[config.mk]
export PLATFORM = sky130hd
export DESIGN_NAME = sprite_layer
export DESIGN_NICKNAME = d
export VERILOG_FILES = /design/src/rtl/sprite_pkg.sv /design/src/rtl/sprite_palette.sv /design/src/rtl/sprite_rom.sv /design/src/rtl/sprite_layer.sv
export SDC_FILE = /design/constraint.sdc
export NUM_CORES = 1
export LEC_CHECK = 0
export ABC_AREA = 1
export BUFFER_PORTS_ARGS = -buffer_cell sky130_fd_sc_hd__buf_2
export CORE_MARGIN = 4
export CORE_UTILIZATION = 55
export DETAILED_ROUTE_END_ITERATION = 8
export PLACE_DENSITY = 0.77
export SYNTH_ARGS = -nofsm -noshare
export SYNTH_HDL_FRONTEND = slang
export SYNTH_SLANG_ARGS = --single-unit
[constraint.sdc]
create_clock -name vga_clk -period 3.3 [get_ports vga_clk]
set_input_delay 0.165 -clock vga_clk [delete_from_list [all_inputs] [get_ports vga_clk]]
set_output_delay 0.165 -clock vga_clk [all_outputs]
set_load 0.01 [all_outputs]
[src/rtl/sprite_pkg.sv]
// rtl/sprite_pkg.sv - shared types, screen limits and sprite ROM contents for the sprite layer.
package sprite_pkg;

    typedef struct packed {
        logic [3:0] r;
        logic [3:0] g;
        logic [3:0] b;
    } rgb444_t;

    localparam int unsigned SCREEN_W        = 640;
    localparam int unsigned SCREEN_H        = 480;
    localparam int unsigned TRANSPARENT_IDX = 0;

    // Texel art: addr = frame*W*H + ty*W + tx; the frame term keeps animation frames distinct.
    function automatic int unsigned rom_texel(input int unsigned addr);
        return (addr + (addr >> 4) + 3 * (addr >> 8) + 1) & 32'hF;
    endfunction

endpackage

[src/rtl/sprite_palette.sv]
// rtl/sprite_palette.sv - combinational palette index to rgb444 lookup.
import sprite_pkg::*;

module sprite_palette #(
    parameter int IDX_W = 4
) (
    input  logic [IDX_W-1:0] idx_i,
    output logic [11:0]      rgb_o
);

    logic [3:0] i4;
    rgb444_t    c;

    always_comb begin
        i4    = 4'(idx_i);
        c.r   = i4;
        c.g   = ~i4;
        c.b   = {i4[1:0], i4[3:2]};
        rgb_o = c;
    end

endmodule

[src/rtl/sprite_rom.sv]
// rtl/sprite_rom.sv - synchronous sprite texel ROM, one palette index per address.
import sprite_pkg::*;

module sprite_rom #(
    parameter int AW    = 10,
    parameter int IDX_W = 4
) (
    input  logic             clk_i,
    input  logic             rst_ni,
    input  logic [AW-1:0]    addr_i,
    output logic [IDX_W-1:0] data_o
);

    logic [IDX_W-1:0] data_q;

    always_ff @(posedge clk_i or negedge rst_ni) begin
        if (!rst_ni) begin
            data_q <= '0;
        end else begin
            data_q <= IDX_W'(rom_texel(32'(addr_i)));
        end
    end

    assign data_o = data_q;

endmodule

[src/rtl/sprite_layer.sv]
// rtl/sprite_layer.sv - animated, scaled sprite overlay with a 2-cycle pixel pipeline.
// Optional horizontal mirroring is enabled by defining SPRITE_MIRROR_EN.
import sprite_pkg::*;

module sprite_layer #(
    parameter int SPR_W      = 16,
    parameter int SPR_H      = 16,
    parameter int SCALE_LOG2 = 1,
    parameter int FRAMES     = 4,
    parameter int FRAME_DIV  = 8,
    parameter int IDX_W      = 4
) (
    input  logic       vga_clk,
    input  logic       reset_n,
    input  logic [9:0] DrawX,
    input  logic [9:0] DrawY,
    input  logic       blank,
    input  logic [3:0] bg_red,
    input  logic [3:0] bg_green,
    input  logic [3:0] bg_blue,
    input  logic [9:0] pos_x,
    input  logic [9:0] pos_y,
    input  logic       pos_valid,
    output logic       pos_ready,
    input  logic       anim_en,
`ifdef SPRITE_MIRROR_EN
    input  logic       mirror_x,
`endif
    output logic [3:0] red,
    output logic [3:0] green,
    output logic [3:0] blue,
    output logic       hit
);

    localparam int BOX_W = SPR_W << SCALE_LOG2;
    localparam int BOX_H = SPR_H << SCALE_LOG2;
    localparam int AW    = $clog2(FRAMES * SPR_W * SPR_H);
    localparam int TXW   = $clog2(SPR_W);
    localparam int TYW   = $clog2(SPR_H);
    localparam int FW    = (FRAMES > 1) ? $clog2(FRAMES) : 1;
    localparam int CW    = (FRAME_DIV > 1) ? $clog2(FRAME_DIV) : 1;

    logic [9:0]    act_x_q, act_x_d, act_y_q, act_y_d;
    logic [9:0]    pend_x_q, pend_x_d, pend_y_q, pend_y_d;
    logic          pend_q, pend_d;
    logic [CW-1:0] cnt_q, cnt_d;
    logic [FW-1:0] anim_q, anim_d;
`ifdef SPRITE_MIRROR_EN
    logic          mir_q, mir_d, pend_mir_q, pend_mir_d;
`endif
    logic          frame_start, xfer;

    always_comb begin
        act_x_d    = act_x_q;
        act_y_d    = act_y_q;
        pend_x_d   = pend_x_q;
        pend_y_d   = pend_y_q;
        pend_d     = pend_q;
        cnt_d      = cnt_q;
        anim_d     = anim_q;
`ifdef SPRITE_MIRROR_EN
        mir_d      = mir_q;
        pend_mir_d = pend_mir_q;
`endif
        frame_start = (DrawX == 10'd0) && (DrawY == 10'd0);
        xfer        = pos_valid && !pend_q;

        if (frame_start && pend_q) begin
            act_x_d = pend_x_q;
            act_y_d = pend_y_q;
            pend_d  = 1'b0;
`ifdef SPRITE_MIRROR_EN
            mir_d   = pend_mir_q;
`endif
        end
        if (frame_start && anim_en) begin
            if (cnt_q == CW'(FRAME_DIV - 1)) begin
                cnt_d  = '0;
                anim_d = (anim_q == FW'(FRAMES - 1)) ? '0 : anim_q + 1'b1;
            end else begin
                cnt_d  = cnt_q + 1'b1;
            end
        end
        // A transfer on the frame-start cycle can only happen with pending empty, so it waits a frame.
        if (xfer) begin
            pend_d   = 1'b1;
            pend_x_d = pos_x;
            pend_y_d = pos_y;
`ifdef SPRITE_MIRROR_EN
            pend_mir_d = mirror_x;
`endif
        end
    end

    assign pos_ready = !pend_q;

    // Stage 1 uses next-state position/frame so the frame-start pixel already sees the new values.
    logic [10:0]    off_x, off_y;
    logic           in_box_d;
    logic [TXW-1:0] tx;
    logic [TYW-1:0] ty;
    logic [AW-1:0]  addr_d;

    always_comb begin
        off_x    = {1'b0, DrawX} - {1'b0, act_x_d};
        off_y    = {1'b0, DrawY} - {1'b0, act_y_d};
        in_box_d = (off_x < 11'(BOX_W)) && (off_y < 11'(BOX_H)) &&
                   (DrawX < 10'(SCREEN_W)) && (DrawY < 10'(SCREEN_H));
        tx       = off_x[SCALE_LOG2 +: TXW];
`ifdef SPRITE_MIRROR_EN
        if (mir_d) begin
            tx = TXW'(SPR_W - 1) - tx;
        end
`endif
        ty       = off_y[SCALE_LOG2 +: TYW];
        addr_d   = AW'(anim_d) * AW'(SPR_W * SPR_H) + AW'(ty) * AW'(SPR_W) + AW'(tx);
    end

    logic [AW-1:0] addr_q;
    logic          in_box1_q, blank1_q, in_box2_q, blank2_q;
    logic [11:0]   bg1_q, bg2_q;

    always_ff @(posedge vga_clk or negedge reset_n) begin
        if (!reset_n) begin
            act_x_q    <= '0;
            act_y_q    <= '0;
            pend_x_q   <= '0;
            pend_y_q   <= '0;
            pend_q     <= 1'b0;
            cnt_q      <= '0;
            anim_q     <= '0;
`ifdef SPRITE_MIRROR_EN
            mir_q      <= 1'b0;
            pend_mir_q <= 1'b0;
`endif
            addr_q     <= '0;
            in_box1_q  <= 1'b0;
            blank1_q   <= 1'b0;
            bg1_q      <= '0;
            in_box2_q  <= 1'b0;
            blank2_q   <= 1'b0;
            bg2_q      <= '0;
        end else begin
            act_x_q    <= act_x_d;
            act_y_q    <= act_y_d;
            pend_x_q   <= pend_x_d;
            pend_y_q   <= pend_y_d;
            pend_q     <= pend_d;
            cnt_q      <= cnt_d;
            anim_q     <= anim_d;
`ifdef SPRITE_MIRROR_EN
            mir_q      <= mir_d;
            pend_mir_q <= pend_mir_d;
`endif
            addr_q     <= addr_d;
            in_box1_q  <= in_box_d;
            blank1_q   <= blank;
            bg1_q      <= {bg_red, bg_green, bg_blue};
            in_box2_q  <= in_box1_q;
            blank2_q   <= blank1_q;
            bg2_q      <= bg1_q;
        end
    end

    logic [IDX_W-1:0] idx;
    logic [11:0]      pal_rgb;

    sprite_rom #(.AW(AW), .IDX_W(IDX_W)) u_rom (
        .clk_i  (vga_clk),
        .rst_ni (reset_n),
        .addr_i (addr_q),
        .data_o (idx)
    );

    sprite_palette #(.IDX_W(IDX_W)) u_palette (
        .idx_i (idx),
        .rgb_o (pal_rgb)
    );

    always_comb begin
        {red, green, blue} = 12'h000;
        hit                = 1'b0;
        if (blank2_q) begin
            if (in_box2_q && (idx != IDX_W'(TRANSPARENT_IDX))) begin
                {red, green, blue} = pal_rgb;
                hit                = 1'b1;
            end else begin
                {red, green, blue} = bg2_q;
            end
        end
    end

endmodule

== Word level (Yosys, flattened, before mapping) ==
Index checks and enable logic that the tools add are counted.

* Bits of input ports: 57
* Register bits after elaboration: 88
* ROM bits: 0
* Output and inout bits: 14
* Bits in latches: 0
* Memories kept: 0
* Word-level logic and storage cells: 61
* Memory bits (writable): 0

* $lt $le $gt $ge: 4
* $mul: 1
* Add/sub/neg operators: 9
* Bitwise logic cells: 1
* Eq/ne operators: 2
* Multiplexer cells: 16
* Reductions and logical operators: 13
* Div/mod/pow operators: 0
* Shift operators: 0

{| class="wikitable"
|+ Operator list
! kind !! number
|-
| two-way mux 4 bit || 6
|-
| less-than comparator 11 x 6 -> 1 bit (second input constant) || 2
|-
| subtractor 10 x 10 -> 11 bit || 2
|-
| zero test 10 bit || 2
|-
| two-way mux 10 bit || 2
|-
| adder 10 x 4 -> 10 bit || 1
|-
| adder 10 x 8 -> 10 bit || 1
|-
| less-than comparator 10 bit (second input constant) || 1
|-
| less-than comparator 10 x 9 -> 1 bit (second input constant) || 1
|-
| adder 4 bit || 2
|-
| logical AND 1 bit || 8
|-
| two-way mux 2 bit || 3
|-
| adder 4 x 1 -> 4 bit (second input constant) || 1
|-
| multiplier 2 x 2 -> 4 bit (first input constant) || 1
|-
| two-way mux 1 bit || 4
|-
| NOT 4 bit || 1
|-
| nonzero test 4 bit || 1
|-
| adder 3 x 1 -> 3 bit (second input constant) || 1
|-
| == test 3 bit (second input constant) || 1
|-
| two-way mux 3 bit || 1
|-
| adder 2 x 1 -> 2 bit (second input constant) || 1
|-
| == test 2 bit (second input constant) || 1
|-
| nonzero test 2 bit || 1
|-
| zero test 1 bit || 1
|}

== Depth between registers and ports, before layout ==
Gate-level depths: netlist of the first run.

* Depth in word-level cells: 9
* Mapped depth: 23
* Gate-level depth less buffers: 22

== Modules after synthesis ==
Synthesis of the first run repeated with hierarchy kept, for this count alone.

* Cell total of the unflattened synthesis: 481
* Area total of the unflattened synthesis: 4478.0 sq um

{| class="wikitable"
|+ By module, submodules not included
! module !! seq. area each (sq um) !! area an instance (sq um) !! cells an instance !! times used
|-
| sprite_layer || 2052.0 || 4093.9 || 439 || 1
|-
| sprite_rom || 100.1 || 309.0 || 30 || 1
|-
| sprite_palette || 0.0 || 75.1 || 12 || 1
|}

== Worst setup path before layout of the first run ==
OpenSTA, ideal clock, no wires.

* Path kind: input -> register
* Start: input DrawX[1]
* End: register in_box1_q
* Required time: 3.229 ns
* Slack: 0.613 ns
* Library setup time: 0.071 ns
* Arrival: 2.615 ns
* Path buffers: 1
* Cell stages on the path: 16
* Path through: or2_4 nor2_4 nand4_4 clkbuf_1 or2_2 o21ai_0 inv_1 fa_1 o21bai_1 nand3_1 nand3_1 xor2_1 nand2_1 nor2_1 nand4_1 nor2_1

* Cells in the longest elaborated chain, start to end: 9
* Elaborated cells between the ends (all ways): 13
* Classes of those cells: add/sub: 2; order compare: 3; mux: 2; reduce/logical: 6

{| class="wikitable"
|+ Ends and longest elaborated chain
! what !! line !! RTL
|-
| start, declared || sprite_layer.sv:15 || <nowiki>input logic [9:0] DrawX,</nowiki>
|-
| zero test 10 bit || sprite_layer.sv:65 || <nowiki>frame_start = (DrawX == 10'd0) && (DrawY == 10'd0);</nowiki>
|-
| logical AND 1 bit || sprite_layer.sv:65 ||
|-
| logical AND 1 bit || sprite_layer.sv:68 || <nowiki>if (frame_start && pend_q) begin</nowiki>
|-
| two-way mux 10 bit || sprite_layer.sv:68 ||
|-
| via act_y_d[1] || sprite_layer.sv:43 || <nowiki>logic [9:0] act_x_q, act_x_d, act_y_q, act_y_d;</nowiki>
|-
| subtractor 10 x 10 -> 11 bit || sprite_layer.sv:106 || <nowiki>off_y = {1'b0, DrawY} - {1'b0, act_y_d};</nowiki>
|-
| less-than comparator 11 x 6 -> 1 bit || sprite_layer.sv:107 || <nowiki>in_box_d = (off_x < 11'(BOX_W)) && (off_y < 11'(BOX_H)) &&</nowiki>
|-
| logical AND 1 bit (2 in a row) || sprite_layer.sv:107 ||
|-
| logical AND 1 bit || sprite_layer.sv:108 || <nowiki>(DrawX < 10'(SCREEN_W)) && (DrawY < 10'(SCREEN_H));</nowiki>
|-
| via in_box_d || sprite_layer.sv:99 || <nowiki>logic in_box_d;</nowiki>
|-
| end signal, assigned || sprite_layer.sv:156 || <nowiki>in_box1_q <= in_box_d;</nowiki>
|-
| end, declared || sprite_layer.sv:120 || <nowiki>logic in_box1_q, blank1_q, in_box2_q, blank2_q;</nowiki>
|}

The timed path passes the listed nets, and every way through them passes these cells.
A chain may end at the register's enable or synchronous reset.

== Worst setup path after layout of the first run ==
* Start: register pend_q
* End: register in_box1_q

* Cells in the longest elaborated chain, start to end: 7
* Elaborated cells between the ends (all ways): 10
* Classes of those cells: add/sub: 2; order compare: 2; mux: 2; reduce/logical: 4

{| class="wikitable"
|+ Ends and longest elaborated chain
! what !! line !! RTL
|-
| start, declared || sprite_layer.sv:45 || <nowiki>logic pend_q, pend_d;</nowiki>
|-
| start signal, assigned || sprite_layer.sv:148 || <nowiki>pend_q <= pend_d;</nowiki>
|-
| logical AND 1 bit * || sprite_layer.sv:68 ||
|-
| two-way mux 10 bit || sprite_layer.sv:68 ||
|-
| subtractor 10 x 10 -> 11 bit, on equally long branches || sprite_layer.sv:105, sprite_layer.sv:106 ||
|-
| less-than comparator 11 x 6 -> 1 bit || sprite_layer.sv:107 ||
|-
| logical AND 1 bit * (2 in a row) || sprite_layer.sv:107 ||
|-
| logical AND 1 bit * || sprite_layer.sv:108 ||
|-
| via in_box_d || sprite_layer.sv:99 ||
|}

Mark *: on every way through the listed nets, which the timed path passes. The rest lies on a longest branch.

==> metrics, run 1 <==
crit-path max FO=17; CTS sink cnt=86; DP Area=4860 um2; Clock Tree Buf Depth=2; Die X-Extent=between 90 and 100 um; CP arrival=3.25 ns; Cell Pwr Density=407 nW/um2; top-count cell post-synth=dfrtp_1; RSZ-0062 raised after global routing=no; CTS Hold Bufs=14; first-pass GRT wire length=15.1 mm; non-filler cells, final=652; Crit. End Element=register; # nets final=634; 1st-iter DRT viols=103; status=completed; startpoint type of the worst setup path=register; clock latency on the worst-skew pair=0.36 ns; CTS tree=built; die area=9490 um2; Main synth FF type=dfrtp_1; Worst path slowest cell=dfrtp_1; ant diodes=0; WP data required=3.60 ns; Leak=~2.9 nW; number of I/O pins=71; Routed Antenna Nets=0; min Tclk post-route=2.95 ns; worst-margin pin slew=between 0.9 and 1 ns; Rows=32; Post-synth ARST share=1.00; max_cap viols=0; vias in the first global route=about 3400; CTS root buffer=clkbuf_8; GRT Util Overall=0.199; synth warn=0; Post-Synthesis Cells=454; Worst Hold Path Cells=2; PostCTS Resize Cnt=0; GRT overflow=0; largest net degree at the start of global routing=75; Worst Setup Path Type=register to register; Worst Setup Slack, final=0.350 ns; syn_area_per_cell=between 9 and 10 um2; CORE AREA=roughly 7800 um2; Synth Cell Area=4400 um2; die height=97.4 um; slowest stage delay, CP=0.47 ns; Via density=4.99; launch point of the worst hold path=pos_y[7]; Hold WS=0.0243 ns; WL/cell=13.5 um; pre-CTS setup slack=0.122 ns; share of cells above drive strength 1=0.265; Hold Vio Cnt, Final=0; Clock Skews=0.00990 ns; CTS clk-pin slew, worst paths=0.10 ns; Crit path top cell by count=nor2_1; Seq/Total Area, Yosys=0.490; htree depth=3; Via Count=3251; R2R cell count=16; CTS Buf Count=9; total negative slack=0 ns; synth unique cells=36; drt drc=0; Syn-to-layout area delta=18.5%; max-slew violations=0; GPL Wtd Cong=about 0.86; initial antenna violation count=0; min-delay worst type=input port to register; DP Cell Count=622; Post-DP HPWL=around 6.6 mm; Post-Route WL=8.78 mm; Seq cells post-synth=86; Post-synth top cells=86 x dfrtp_1, 80 x nand2_1, 72 x inv_1, 29 x o21ai_0; fmax=339 MHz; reg2reg end=in_box1_q$_DFF_PN0_; Period Utilization, post-route=0.894; hold path endpoint=pend_y_q[7]$_DFFE_PN0P_; CP cell instances=nand4_4 > inv_1 > buf_4 > o21ai_0 > ha_1 > inv_1 > o21ai_0 > a21oi_1 > nand2_1 > xor2_1 > nand3_1 > nor2_1 > nand2_1 > nor2_1 > nand4_1 > nor2_1; worst vdd ir=0.000236 V; Synth Net Count=approximately 540; share of the synthesized area in the top cell type=0.490; Starting Density=0.566; top post-synthesis cells by area=dfrtp_1 49%, ha_1 7.1%, nand2_1 6.8%, inv_1 6.1%, mux2_2 5.1%; Crit Reg-Reg Startpoint=pend_q$_DFFE_PN0P_; post-synth top area cell=dfrtp_1; worst reg2reg setup slack=0.35 ns; Post-synth EDFFs=0; max_slew headroom=0.392; router iterations before antenna repair=4; IO buf count=70; postcts setup bufs=0; # setup viols final=0; post-route cell area=5210 um2
==> final cells by class <==
cell class | count | area, um2
multi-input cells | 288 | 1940
well taps | 102 | 128
clock buffers | 9 | 124
clock inverters | 7 | 78.8
repair buffers | 86 | 508
fillers | 648 | 2560
inverters | 74 | 278
flip-flops and latches | 86 | 2150
==> worst max-delay path: cells and delay by family (launching register included) <==
family	cells	cell delay, ns
AO/OA/AOI/OAI	3	0.43
XOR/XNOR	1	0.15
adder cells (fa/ha/maj)	1	0.37
buffers and inverters	3	0.58
flip-flops	1	0.47
AND/OR/NAND/NOR	8	0.88
==> layer usage <==
layer	up-vias	GRT usage	share of wire
met5	-	0	0
met4	0	0.0756	0.022
met3	16	0.0452	0.046
met2	84	0.349	0.50
met1	1527	0.238	0.44
li1	1624	-	-
==> logic make-up after synthesis <==
logic type      after synthesis  share of synthesized area
compound gates               64                     0.0797
flops                        86                      0.490
xor+xnor                     12                     0.0239
mux                          20                     0.0512
buf+inv                      80                     0.0692
fa+ha+maj                    32                      0.103
simple gates                160                      0.183
==> cells in the final DEF, fill, tap and decap left out, drive strengths merged <==
cell,instances
o21bai,4
inv,76
xnor2,5
nor2,28
xor2,7
clkinv,5
buf,72
fa,7
clkbuf,9
mux2,20
nand3,15
dlygate4sd3,14
a31oi,3
dfrtp,86
and3b,1
nand3b,2
o21a,2
nor3,3
nand2,91
nand4,4
or2,16
o41ai,1
o21ai,29
ha,25
a21oi,25
==> power breakdown <==
part	switching [W]	internal, W
Combinational	0.000144	0.000113
Clock	0.000434	0.000299
Sequential	0.0000309	0.00110
Total	0.000609	0.00151
==> sequential cells by signal, indices dropped and copies added (netlist names), named ones only <==
register / flops
act_x_q: 10
act_y_q: 10
addr_q: 8
bg1_q: 12
bg2_q: 12
blank1_q: 1
blank2_q: 1
cnt_q: 3
in_box1_q: 1
in_box2_q: 1
pend_q: 1
pend_x_q: 10
pend_y_q: 10
u_rom.data_o: 4
==> through the flow <==
stage	power, W	util
5_1_grt	0.00223	0.670
6_report	0.00212	0.670
4_1_cts	0.00215	0.670
3_3_place_gp	0.00139	0.626
3_5_place_dp	0.00140	0.626
2_1_floorplan	0.00129	-
==> worst max-delay path by stage <==
stage | depth (start not counted) | endpoint | from | slack (ns)
4_1_cts | 16 | in_box1_q$_DFF_PN0_ | pend_q$_DFFE_PN0P_ | 0.33
3_5_place_dp | 19 | in_box1_q$_DFF_PN0_ | DrawX[1] | 0.12
2_1_floorplan | 16 | in_box1_q$_DFF_PN0_ | DrawX[1] | 0.61
5_1_grt | 16 | in_box1_q$_DFF_PN0_ | pend_q$_DFFE_PN0P_ | 0.03
3_3_place_gp | 19 | in_box1_q$_DFF_PN0_ | DrawX[1] | 0.25
6_report | 16 | in_box1_q$_DFF_PN0_ | pend_q$_DFFE_PN0P_ | 0.35
No activity file was read; power rests on OpenSTA's default activity.
==> inputs of run 2 (changes only) <==
--- a/config.mk
+++ b/config.mk
@@ -7,6 +7,7 @@
 export LEC_CHECK = 0
 export ABC_AREA = 1
 export BUFFER_PORTS_ARGS = -buffer_cell sky130_fd_sc_hd__buf_2
+export CORE_ASPECT_RATIO = 1.5
 export CORE_MARGIN = 4
 export CORE_UTILIZATION = 55
 export DETAILED_ROUTE_END_ITERATION = 8
==> run 2 against run 1 <==
Effect of this change: non-clock buffer count shrank 1; routed wire length grew 2.0%; cell count shrank 0.15%; the flow now finishes with violations (negative hold slack); worst setup slack improved by 0.042 ns; flip-flop and latch count is the same; via count increased by 0.37%.
==> metrics, run 2 (synthesis gave the netlist of run 1 again) <==
status=finished, violations left; violated checks=negative hold slack; number of I/O pins=71 (unchanged); postcts setup bufs=0 (unchanged); # nets final=633 (-0.16%); CP arrival=3.19 ns (-0.06 ns); post-route cell area=5290 um2 (+1.6%); GRT overflow=0 (unchanged); Post-DP HPWL=6.63 mm (+1.2%); vias in the first global route=3395 (+0.47%); Leak=2.98 nW (+1.2%); Clock Tree Buf Depth=2 (unchanged); Syn-to-layout area delta=20.4%; Period Utilization, post-route=0.881 (-0.0126); Hold WS=-0.00329 ns (-0.0276 ns); max_slew headroom=0.308 (-0.0840); Clock Skews=0.00722 ns (-0.00268 ns); non-filler cells, final=651 (-0.15%); # fillers=634 (-2.2%); htree depth=3 (unchanged); pre-CTS setup slack=0.101 ns (-0.0206 ns); initial antenna violation count=0 (unchanged); ant diodes=0 (unchanged); DP Area=4880 um2 (+0.26%); Cell Pwr Density=443 nW/um2 (+8.7%); Via Count=3263 (+0.37%); CTS root buffer=clkbuf_16; RSZ-0062 raised after global routing=no; Via density=5.01 (+0.52%); GRT Util Overall=0.204 (+0.00527); commonest non-fill, non-tap cell in the layout=dfrtp_1; # setup viols final=0 (unchanged); Routed Antenna Nets=0 (unchanged); Hold Vio Cnt, Final=3 (+3); crit-path max FO=22 (+5); clock latency on the worst-skew pair=0.34 ns (-0.02 ns); min Tclk post-route=2.91 ns (-0.0415 ns); Crit Reg-Reg Startpoint=pend_q$_DFFE_PN0P_; top flop regs=bg1_q x12, bg2_q x12; worst vdd ir=0.000286 V (+21%); total power draw=0.00234 W (+10%); largest net degree at the start of global routing=87 (+16%); Crit. End Element=register; max-slew violations=0 (unchanged); worst-margin pin slew=1.04 ns (+0.128 ns); die area=9520 um2 (+0.31%); drt drc=0 (unchanged); DP Cell Count=622 (unchanged); Rows=39 (+22%); CTS tree=built; IO buf count=70 (unchanged); CORE AREA=7710 um2 (-0.74%); 1st-iter DRT viols=133 (+29%); router iterations before antenna repair=4 (unchanged); startpoint type of the worst setup path=register; max_cap viols=0 (unchanged); GR peak layer=met2; Worst Setup Path Type=register to register; share of cells above drive strength 1=0.266 (+0.000484); CTS sink cnt=86 (unchanged); WP data required=3.58 ns (-0.02 ns); fmax=344 MHz (+1.4%); CTS Buf Count=9 (unchanged); min-delay worst type=input port to asynchronous set/reset pin; die height=117 um (+21%); Starting Density=0.570 (+0.00422); GR Util met2=0.376 (+0.0265); GPL Wtd Cong=0.893 (+3.8%); Worst Setup Slack, final=0.391 ns (+0.0415 ns); CTS clk-pin slew, worst paths=0.07 ns (-0.03 ns); Setup crit start=pend_q$_DFFE_PN0P_; met1 Use GR=0.220 (-0.0185); Post-Route WL=8.95 mm (+2.0%); GRT met3 Usage=0.0452 (-0.0000500); commonest cells after routing, fill and taps aside=86 x dfrtp_1, 80 x nand2_1, 72 x inv_1; WL/cell=13.7 um (+2.1%); Die X-Extent=81.0 um (-17%); first-pass GRT wire length=14.8 mm (-1.8%); total negative slack=0 ns (unchanged)
-- run 2: cell count changes in the layout (fill, tap and decap cells not counted), sizes merged --
cell,before,now
clkbuf,9,10
clkinv,5,3
clkinvlp,0,1
dlygate4sd3,14,13
-- run 2: cell type report --
class                   count  area [um2]  area share
well taps                 102         128      0.0241
clock inverters             6        43.8     0.00828
multi-input cells         288        1940       0.367
flip-flops and latches     86        2150       0.407
inverters                  74         278      0.0525
clock buffers              10         239      0.0452
repair buffers             85         510      0.0965
-- run 2: final timing paths --
| path | slack (ns) | endpoint | depth (start not counted) |
|---|---|---|---|
| max reg2reg | 0.39 | in_box1_q$_DFF_PN0_ | 19 |
| min reg2reg | 0.35 | bg2_q[0]$_DFF_PN0_ | 0 |
| max in group asynchronous | 2.63 | pend_x_q[2]$_DFFE_PN0P_ | 1 |
| min in group vga_clk | 0.05 | pend_y_q[6]$_DFFE_PN0P_ | 2 |
| max | 0.39 | in_box1_q$_DFF_PN0_ | 19 |
| min | -0.003 | act_y_q[8]$_DFF_PN0_ | 1 |
-- run 2: timing repair --
action,in CTS,in global routing
endpoints found under the hold margin,13,0
hold buffers,13,0
gates resized for setup,0,0
-- run 2: stage by stage --
| stage | hold WS, ns | util |
|---|---|---|
| detailed placement | 0.274 | 0.633 |
| global placement | 0.273 | 0.633 |
| global route | 0.0438 | 0.686 |
| finish | -0.00329 | 0.686 |
| floorplan | -0.131 | - |
| CTS | 0.0430 | 0.686 |
-- run 2: power breakdown --
| group | switching, W | internal (W) |
|---|---|---|
| Sequential | 0.0000301 | 0.00110 |
| Clock | 0.000419 | 0.000536 |
| Combinational | 0.000144 | 0.000112 |
| Total | 0.000593 | 0.00175 |
-- run 2: critical path, stage by stage (launching register included) --
cell and delay (ns):
dfrtp_1 0.49, nand4_4 0.29, inv_1 0.19, buf_12 0.16, nand2_1 0.05, o21ai_0 0.10
inv_1 0.08, ha_1 0.35, inv_1 0.08, nor3_1 0.18, nand2_1 0.08, nand2_1 0.09
nand2_1 0.07, nand3_1 0.07, nand2_1 0.07, nor2_1 0.11, nand2_1 0.06, nor2_1 0.10
nand4_1 0.09, nor2_1 0.11
-- run 2: layer usage --
metal | wire length (um) | vias to the layer above
li1 | - | 1618
met1 | 3440 | 1553
met2 | 4930 | 78
met3 | 388 | 14
met4 | 197 | 0
met5 | 0 | -
==> inputs of run 3 (changes only) <==
==> constraint.sdc (replaced) <==
create_clock -name vga_clk -period 3.6 [get_ports vga_clk]
set_input_delay 0.18 -clock vga_clk [delete_from_list [all_inputs] [get_ports vga_clk]]
set_output_delay 0.18 -clock vga_clk [all_outputs]
set_load 0.01 [all_outputs]
==> run 3 against run 2 <==
Effect of this change: combinational power shrank 7%; the run still ends with negative hold slack left; cell count fell by 0.15%; highest routed layer unchanged; worst hold slack improved by 0.0014 ns; flip-flop and latch count unchanged.
==> metrics, run 3 (synthesis gave the netlist of run 1 again) <==
status=finished, violations left; violated checks=negative hold slack; share of cells above drive strength 1=0.265 (-0.00134); clock latency on the worst-skew pair=0.33 ns (about the same); GRT Util Overall=0.209 (+0.00459); max_cap viols=0 (unchanged); Worst Setup Path Type=register to register; die area=9520 um2 (unchanged); max-slew violations=0 (unchanged); CTS sink cnt=86 (unchanged); worst vdd ir=0.000254 V (-11%); router iterations before antenna repair=4 (unchanged); non-filler cells, final=650 (-0.15%); post-route cell area=5280 um2 (-0.21%); CTS tree=built; Period Utilization, post-route=0.813 (-0.0686); 1st-iter DRT viols=126 (-5.3%); Via Count=3276 (+0.40%); DP Area=4860 um2 (-0.26%); htree depth=3 (unchanged); # fillers=648 (+2.2%); IO buf count=70 (unchanged); R2R cell count=18 (-1); worst-margin pin slew=1.02 ns (-0.0130 ns); Finished Core Util=0.685 (-0.00146); crit-path max FO=17 (-23%); CORE AREA=7710 um2 (unchanged); CP arrival=3.19 ns (about the same); Crit. End Element=register; GPL Wtd Cong=0.878 (-1.6%); Hold WS=-0.00189 ns (+0.00140 ns); startpoint type of the worst setup path=register; max_slew headroom=0.317 (+0.00865); Syn-to-layout area delta=20.1%; Via density=5.04 (+0.55%); Routed Antenna Nets=0 (unchanged); vias in the first global route=3434 (+1.1%); min Tclk post-route=2.93 ns (+0.0174 ns); drt drc=0 (unchanged); RSZ-0062 raised after global routing=no; ant diodes=0 (unchanged); first-pass GRT wire length=15.2 mm (+2.4%); Worst Setup Slack, final=0.674 ns (+0.283 ns); Die X-Extent=81.0 um (unchanged); Leak=2.98 nW (about the same); Cell Pwr Density=405 nW/um2 (-8.5%); largest net degree at the start of global routing=87 (unchanged); Clock Skews=0.00587 ns (-0.00135 ns); number of I/O pins=71 (unchanged); die height=117 um (unchanged); WP data required=3.86 ns (+0.28 ns); Hold Vio Cnt, Final=1 (-2); pre-CTS setup slack=0.414 ns (+0.312 ns); Post-DP HPWL=6.78 mm (+2.3%); WL/cell=13.9 um (+1.0%); Post-Route WL=9.03 mm (+0.89%); fmax=342 MHz (-0.60%); initial antenna violation count=0 (unchanged); commonest non-fill, non-tap cell in the layout=dfrtp_1; DP Cell Count=622 (unchanged); Rows=39 (unchanged); total negative slack=0 ns (unchanged); postcts setup bufs=0 (unchanged); CTS Buf Count=9 (unchanged); CTS root buffer=clkbuf_16; Clock Tree Buf Depth=2 (unchanged); # setup viols final=0 (unchanged); Starting Density=0.570 (unchanged); min-delay worst type=input port to asynchronous set/reset pin; top flop regs=bg1_q x12, bg2_q x12; commonest cells after routing, fill and taps aside=86 x dfrtp_1, 80 x nand2_1, 72 x inv_1; # nets final=633 (unchanged); CTS clk-pin slew, worst paths=0.06 ns (about the same); GRT overflow=0 (unchanged)
-- run 3: path summary, 6_finish.rpt --
kind | from | slack (ns) | end
max in group asynchronous | reset_n | 2.92 | act_y_q[0]$_DFF_PN0_
min reg2reg | bg1_q[11]$_DFF_PN0_ | 0.35 | bg2_q[11]$_DFF_PN0_
min | reset_n | -0.002 | pend_y_q[8]$_DFFE_PN0P_
max | pend_q$_DFFE_PN0P_ | 0.67 | in_box1_q$_DFF_PN0_
min in group vga_clk | pos_y[4] | 0.07 | pend_y_q[4]$_DFFE_PN0P_
max reg2reg | pend_q$_DFFE_PN0P_ | 0.67 | in_box1_q$_DFF_PN0_
-- run 3: cell type report --
type | count | area, um2 | share of cell area
flip-flops and latches | 86 | 2150 | 0.408
multi-input cells | 288 | 1940 | 0.367
repair buffers | 85 | 498 | 0.0943
inverters | 74 | 278 | 0.0526
clock buffers | 11 | 253 | 0.0479
well taps | 102 | 128 | 0.0242
clock inverters | 4 | 31.3 | 0.00593
-- run 3: power by group --
group	leakage, nW	total, W	internal, W	switching [W]
clock	0.142	0.000865	0.000504	0.000361
combinational	1.77	0.000236	0.000103	0.000133
sequential	1.07	0.00104	0.00101	0.0000285
-- run 3: per-stage QoR --
step	hold slack (ns)	total power (W)
5_1_grt	0.0629	0.00225
3_3_place_gp	0.288	0.00127
3_5_place_dp	0.290	0.00128
6_report	-0.00189	0.00214
2_1_floorplan	-0.116	0.00118
4_1_cts	0.0575	0.00216
-- run 3: layer usage --
metal | up-vias | wire length [um] | global-route usage
li1 | 1620 | - | -
met3 | 17 | 377 | 0.0391
met2 | 78 | 5000 | 0.384
met4 | 0 | 221 | 0.0899
met5 | - | 0 | 0
met1 | 1561 | 3430 | 0.224
-- run 3: worst max-delay path: stages, from the launching register on --
cell and delay, ns:
dfrtp_1 0.49, nand4_4 0.31, inv_1 0.16, buf_4 0.23
o21ai_0 0.14, ha_1 0.36, nand2_1 0.09, nand2_1 0.05
a31oi_1 0.19, nand2_1 0.11, nand2_1 0.09, nand2_1 0.06
nand2_1 0.06, nand2_1 0.05, nor2_1 0.10, nand2_1 0.06
nor2_1 0.10, nand4_1 0.09, nor2_1 0.11
-- run 3: timing repair --
action / CTS / global route
resized for setup: 0 / 0
endpoints found under the hold margin: 13 / 0
hold buffers: 13 / 0
